[src/rtl/despachador_minero.sv]
// despachador_minero: job dispatcher in front of the modulo_area miner.
// Host jobs (96-bit block + 8-bit target) are queued in a small FIFO. One job
// at a time is presented to the miner on inicio/bloque_bytes/target. The
// dispatcher then waits for terminado or a timeout. The outcome is returned
// as a result record over a valid/ready handshake.

module despachador_minero #(
  parameter int FIFO_DEPTH  = 4,
  parameter int TIMEOUT_CYC = 4096,
  parameter int CNT_W       = 13
) (
  input  logic        clk,
  input  logic        reset,
  input  logic        job_valid,
  output logic        job_ready,
  input  logic [95:0] job_bloque,
  input  logic [7:0]  job_target,
  output logic        inicio,
  output logic [95:0] bloque_bytes,
  output logic [7:0]  target,
  input  logic        terminado,
  input  logic [23:0] hash,
  output logic        res_valid,
  input  logic        res_ready,
  output logic [23:0] res_hash,
  output logic        res_ok,
  output logic        res_timeout,
  output logic        busy
);

  localparam int PTR_W = (FIFO_DEPTH > 1) ? $clog2(FIFO_DEPTH) : 1;
  localparam int ENT_W = 104;
  localparam logic [PTR_W:0]   DEPTH_CNT = (PTR_W + 1)'(FIFO_DEPTH);
  localparam logic [CNT_W-1:0] CNT_LAST  = CNT_W'(TIMEOUT_CYC - 1);

  typedef enum logic [1:0] {
    ST_IDLE  = 2'd0,
    ST_RUN   = 2'd1,
    ST_DONE  = 2'd2,
    ST_DRAIN = 2'd3
  } state_t;

  // Hash passes when its top byte is strictly below the job target (unsigned).
  function automatic logic hash_below_target(input logic [23:0] h, input logic [7:0] t);
    return (h[23:16] < t);
  endfunction

  // FIFO storage and bookkeeping
  logic [ENT_W-1:0] mem_q [FIFO_DEPTH];
  logic [ENT_W-1:0] mem_d [FIFO_DEPTH];
  logic [PTR_W-1:0] wr_ptr_q, wr_ptr_d;
  logic [PTR_W-1:0] rd_ptr_q, rd_ptr_d;
  logic [PTR_W:0]   count_q, count_d;
  logic             fifo_full_s, fifo_empty_s;
  logic             push_s, pop_s;
  logic [ENT_W-1:0] head_s;

  // Control and datapath registers
  state_t           state_q, state_d;
  logic [CNT_W-1:0] cnt_q, cnt_d;
  logic [95:0]      bloque_q, bloque_d;
  logic [7:0]       target_q, target_d;
  logic [23:0]      res_hash_q, res_hash_d;
  logic             res_ok_q, res_ok_d;
  logic             res_timeout_q, res_timeout_d;
  logic             inicio_q, inicio_d;
  logic             res_valid_q, res_valid_d;
  logic             busy_q, busy_d;

  assign fifo_full_s  = (count_q == DEPTH_CNT);
  assign fifo_empty_s = (count_q == {(PTR_W + 1){1'b0}});
  assign push_s       = job_valid & ~fifo_full_s;
  assign pop_s        = (state_q == ST_IDLE) & ~fifo_empty_s;
  assign head_s       = mem_q[rd_ptr_q];

  // FIFO next state: write on accepted push, advance read pointer on pop.
  always_comb begin
    mem_d    = mem_q;
    wr_ptr_d = wr_ptr_q;
    rd_ptr_d = rd_ptr_q;
    count_d  = count_q;
    if (push_s) begin
      mem_d[wr_ptr_q] = {job_bloque, job_target};
      wr_ptr_d        = wr_ptr_q + 1'b1;
    end else begin
      wr_ptr_d = wr_ptr_q;
    end
    if (pop_s) begin
      rd_ptr_d = rd_ptr_q + 1'b1;
    end else begin
      rd_ptr_d = rd_ptr_q;
    end
    case ({push_s, pop_s})
      2'b10:   count_d = count_q + 1'b1;
      2'b01:   count_d = count_q - 1'b1;
      default: count_d = count_q;
    endcase
  end

  // Next-state logic of the dispatch FSM; terminado wins over the timeout.
  always_comb begin
    state_d = state_q;
    case (state_q)
      ST_IDLE: begin
        if (!fifo_empty_s) begin
          state_d = ST_RUN;
        end else begin
          state_d = ST_IDLE;
        end
      end
      ST_RUN: begin
        if (terminado) begin
          state_d = ST_DONE;
        end else if (cnt_q == CNT_LAST) begin
          state_d = ST_DONE;
        end else begin
          state_d = ST_RUN;
        end
      end
      ST_DONE: begin
        if (res_ready) begin
          state_d = ST_DRAIN;
        end else begin
          state_d = ST_DONE;
        end
      end
      ST_DRAIN: begin
        if (!terminado) begin
          state_d = ST_IDLE;
        end else begin
          state_d = ST_DRAIN;
        end
      end
      default: state_d = ST_IDLE;
    endcase
  end

  // Datapath: load the job on launch, count RUN cycles, capture the outcome.
  always_comb begin
    cnt_d         = cnt_q;
    bloque_d      = bloque_q;
    target_d      = target_q;
    res_hash_d    = res_hash_q;
    res_ok_d      = res_ok_q;
    res_timeout_d = res_timeout_q;
    case (state_q)
      ST_IDLE: begin
        if (!fifo_empty_s) begin
          bloque_d = head_s[ENT_W-1:8];
          target_d = head_s[7:0];
          cnt_d    = {CNT_W{1'b0}};
        end else begin
          cnt_d = cnt_q;
        end
      end
      ST_RUN: begin
        cnt_d = cnt_q + 1'b1;
        if (terminado) begin
          res_hash_d    = hash;
          res_ok_d      = hash_below_target(hash, target_q);
          res_timeout_d = 1'b0;
        end else if (cnt_q == CNT_LAST) begin
          res_hash_d    = 24'h000000;
          res_ok_d      = 1'b0;
          res_timeout_d = 1'b1;
        end else begin
          res_hash_d = res_hash_q;
        end
      end
      default: begin
        cnt_d = cnt_q;
      end
    endcase
  end

  // Output decode from the next state so the registered outputs track state_q.
  always_comb begin
    inicio_d    = (state_d == ST_RUN);
    res_valid_d = (state_d == ST_DONE);
    busy_d      = (state_d != ST_IDLE) | (count_d != {(PTR_W + 1){1'b0}});
  end

  // State register with synchronous reset.
  always_ff @(posedge clk) begin
    if (reset) begin
      state_q <= ST_IDLE;
    end else begin
      state_q <= state_d;
    end
  end

  // FIFO registers; reset discards every queued job.
  always_ff @(posedge clk) begin
    if (reset) begin
      wr_ptr_q <= {PTR_W{1'b0}};
      rd_ptr_q <= {PTR_W{1'b0}};
      count_q  <= {(PTR_W + 1){1'b0}};
    end else begin
      wr_ptr_q <= wr_ptr_d;
      rd_ptr_q <= rd_ptr_d;
      count_q  <= count_d;
    end
  end

  // FIFO payload storage; contents are only meaningful behind count_q.
  always_ff @(posedge clk) begin
    for (int i = 0; i < FIFO_DEPTH; i++) begin
      mem_q[i] <= mem_d[i];
    end
  end

  // Job, result and output registers with synchronous reset.
  always_ff @(posedge clk) begin
    if (reset) begin
      cnt_q         <= {CNT_W{1'b0}};
      bloque_q      <= 96'h0;
      target_q      <= 8'h00;
      res_hash_q    <= 24'h000000;
      res_ok_q      <= 1'b0;
      res_timeout_q <= 1'b0;
      inicio_q      <= 1'b0;
      res_valid_q   <= 1'b0;
      busy_q        <= 1'b0;
    end else begin
      cnt_q         <= cnt_d;
      bloque_q      <= bloque_d;
      target_q      <= target_d;
      res_hash_q    <= res_hash_d;
      res_ok_q      <= res_ok_d;
      res_timeout_q <= res_timeout_d;
      inicio_q      <= inicio_d;
      res_valid_q   <= res_valid_d;
      busy_q        <= busy_d;
    end
  end

  assign job_ready    = ~fifo_full_s;
  assign inicio       = inicio_q;
  assign bloque_bytes = bloque_q;
  assign target       = target_q;
  assign res_valid    = res_valid_q;
  assign res_hash     = res_hash_q;
  assign res_ok       = res_ok_q;
  assign res_timeout  = res_timeout_q;
  assign busy         = busy_q;

endmodule

[config.mk]
export PLATFORM = sky130hd
export DESIGN_NAME = despachador_minero
export DESIGN_NICKNAME = d
export VERILOG_FILES = /design/src/rtl/despachador_minero.sv
export SDC_FILE = /design/constraint.sdc
export NUM_CORES = 1
export LEC_CHECK = 0
export CELL_PAD_IN_SITES_DETAIL_PLACEMENT = 0
export CELL_PAD_IN_SITES_GLOBAL_PLACEMENT = 2
export CORE_UTILIZATION = 36
export CTS_CLUSTER_DIAMETER = 60
export DETAILED_ROUTE_END_ITERATION = 12
export GPL_TIMING_DRIVEN = 0
export PLACE_DENSITY = 0.73
export SYNTH_ARGS = -nofsm -noshare
export SYNTH_HDL_FRONTEND = slang
export SYNTH_SLANG_ARGS = --single-unit
[constraint.sdc]
create_clock -name clk -period 3.3 [get_ports clk]
set_input_delay 0.33 -clock clk [delete_from_list [all_inputs] [get_ports clk]]
set_output_delay 0.33 -clock clk [all_outputs]
set_load 0.03 [all_outputs]
==> out/results.txt <==
Crit Path Max Fanout: 20
Synth area leader: edfxtp_1
Setup Skew: 24.5 ps
Share of the synthesized area in the top cell type: 0.603
Cell leakage power: 8.56 nW
Final HPWL from detailed placement: 31.0 mm
Initial drt markers: 593
Max IR drop VDD: 545 uV
Root buffer cell: clkbuf_16
Worst hold path cell count: 3
Antenna violations before repair: 5
Area growth syn-to-layout: 27.7%
Yosys cell types: 46
Total Routing Usage GR: 0.169
Largest net degree at the start of global routing: 53
Clk sink count: 571
Hold buffers post-CTS: 0
Worst path required time: 3840 ps
Initial DRT Pass Iterations: 4
Synth area leaders: edfxtp_1, dfxtp_1, mux4_2
Post-synth EDFFs: 416
Crit path kind: flip-flop to flip-flop
Pwr Density: 854 nW/um2
Initial Utilization: 0.366
WL per Instance: 20.6 um
Status: finished clean
Final Hold Viols: 0
Placer congestion estimate: 0.779
Pins Over Slew Limit: 0
Core ar.: 56600 um2
Remaining global-route overflow: 0
Final Cycle Share: 0.883
Final min period: 2920 ps
Worst skew pair latency: 630 ps
Max transition margin: 0.238
Post-synthesis sequential area ratio: 0.753
CP dominant cell by count: nand2_1
Via count: 11500
Die Area: 58500 um2
Dominant synthesized flop cell: edfxtp_1
Slew @ Worst Pin: 1140 ps
Cell depth of the worst flop-to-flop path: 7
Fin Hold WS: 148 ps
Largest stage delay on the critical path: 580 ps
CTS Buf Count: 61
Die height: 242 um
DR DRC count: 0
FFs w/ async S/R, synth: 0
Fillers: 4999
CP max stage cell: clkbuf_1
YS warnings: 0
Chip Width: 242 um
Startpoint Class: flip-flop
Syn Area/Cell: 16.8 um2
Most frequent cells after synthesis: edfxtp_1, nand2_1, dfxtp_1
FP Rows: 87
Vias in the first global route: 12100
Hold Crit Class: input port to flip-flop
Nets: 1715
H-tree depth: 2
I/O pin cnt: 267
Fin worst setup slack: 385 ps
Critical path cell sequence: nor2_1 -> nand2_1 -> clkinvlp_4 -> clkbuf_1 -> buf_1 -> nand2_1 -> a21oi_1
Clock tree buffer depth: 3
Final ANT Viol Nets: 0
Fmax: 343 MHz
Clock Pin Slew Worst Setup and Hold Paths: 60 ps
Cell area after synthesis: 20700 um2
CTS tree: built
RSZ-0062 raised after global routing: no
DR vias/cell: 4.86
Mapped Cells: 1234
Synthesized Nets: 1381
Crit path capture type: flip-flop
Setup-failing EPs final: 0
Share of layout cells above drive strength 1: 0.146
#FFs+latches synth: 571
Most frequent cell after synthesis: edfxtp_1
Arrival @ worst endpoint: 3460 ps
Place WS: -505 ps
Global-route wire length before repair: 74.2 mm
Routed WL: 49.0 mm
Buffers added on ports: 265
Max-cap viol count: 0
cell type report:
| type | instances | area [um2] | share of cell area |
|---|---|---|---|
| diodes | 1 | 2.50 | 0.0000946 |
| plain buffers | 66 | 288 | 0.0109 |
| clock buffers | 86 | 1700 | 0.0643 |
| clock inverters | 29 | 206 | 0.00780 |
| inverters | 17 | 67.6 | 0.00255 |
| multi-input cells | 578 | 4780 | 0.181 |
| flip-flops and latches | 571 | 15600 | 0.590 |
| well taps | 756 | 946 | 0.0358 |
| repair buffers | 273 | 2870 | 0.108 |
what timing repair did:
action                     4_1_cts  5_1_grt
buffers inserted                 0        0
pin swaps                        0        0
resized for setup                1        0
setup endpoints to repair        3        2
cell families after synthesis:
logic type	count (synthesis)	share of synthesized area
buffers and inverters	85	0.0173
AO/OA/AOI/OAI	165	0.0468
AND/OR/NAND/NOR	286	0.0571
multiplexers	106	0.114
adder cells (fa/ha/maj)	14	0.00882
XOR/XNOR	7	0.00296
flip-flops	571	0.753
routing by layer:
layer | up-vias | global-route usage | share of wire
met5 | - | 0 | 0.00098
met4 | 8 | 0.0473 | 0.020
met3 | 72 | 0.0477 | 0.067
met2 | 292 | 0.291 | 0.50
met1 | 5780 | 0.206 | 0.41
li1 | 5393 | - | -
power breakdown:
group / total, mW / switching (mW) / leakage (nW) / internal (mW)
logic: 6.88 / 4.13 / 2.55 / 2.75
registers: 9.26 / 0.460 / 5.08 / 8.80
clock network: 6.45 / 2.79 / 0.928 / 3.67
total: 22.6 / 7.37 / 8.56 / 15.2
through the flow:
stage | cells | TNS [ps] | power (mW) | area, um2 | utilization
3_3_place_gp | 2255 | -235280 | 16.4 | 24300 | 0.430
4_1_cts | 2377 | 0 | 23.0 | 26500 | 0.467
3_5_place_dp | 2263 | -1250 | 16.5 | 24500 | 0.434
6_report | 2377 | 0 | 22.6 | 26500 | 0.467
5_1_grt | 2377 | 0 | 23.8 | 26500 | 0.467
2_1_floorplan | 1234 | 0 | 13.6 | 20700 | -
flip-flops by register name, summed over array words and instances (netlist names), 2 cells and up:
| signal | flops |
|---|---|
| cnt_q | 13 |
| bloque_bytes | 96 |
| rd_ptr_q | 2 |
| count_q | 3 |
| state_q | 2 |
| mem_q | 416 |
| target | 8 |
| wr_ptr_q | 2 |
| res_hash | 24 |
worst max-delay path: cells and delay by family (launching register included):
kind                   cells  cell delay (ps)
DFF                        1              380
AOI/OAI and AO/OA          1              140
buffers and inverters      3             1560
and+or+nand+nor            3              750
cells in the final DEF, fill, tap and decap left out, drive strengths merged, types with 2 or more instances in the layout:
cell and n:
ha 13, nand4 2, clkdlybuf4s50 265, inv 18, and3 4, edfxtp 416, nand2b 3, nor4 3
a21oi 120, a211o 2, o21a 3, clkinvlp 5, mux4 104, xnor2 4, dfxtp 155, nand3 9
mux2 2, xor2 3, nor2 23, a311oi 3, clkinv 22, a22o 24, o21ai 5, nand2 222
or3 4, nor3 5, or3b 2, o211ai 3, clkbuf 129, a31oi 2, buf 31
path summary, 6_finish.rpt:
| kind | start | end | slack, ps |
|---|---|---|---|
| worst max-delay path | state_q[1] | bloque_bytes[81] | 380 |
| worst min-delay path | reset | cnt_q[9] | 150 |
| worst max register to register | state_q[1] | bloque_bytes[81] | 380 |
| worst min register to register | bloque_bytes[58] | bloque_bytes[58] | 450 |
Note: power is estimated with default switching activity, not from simulation.
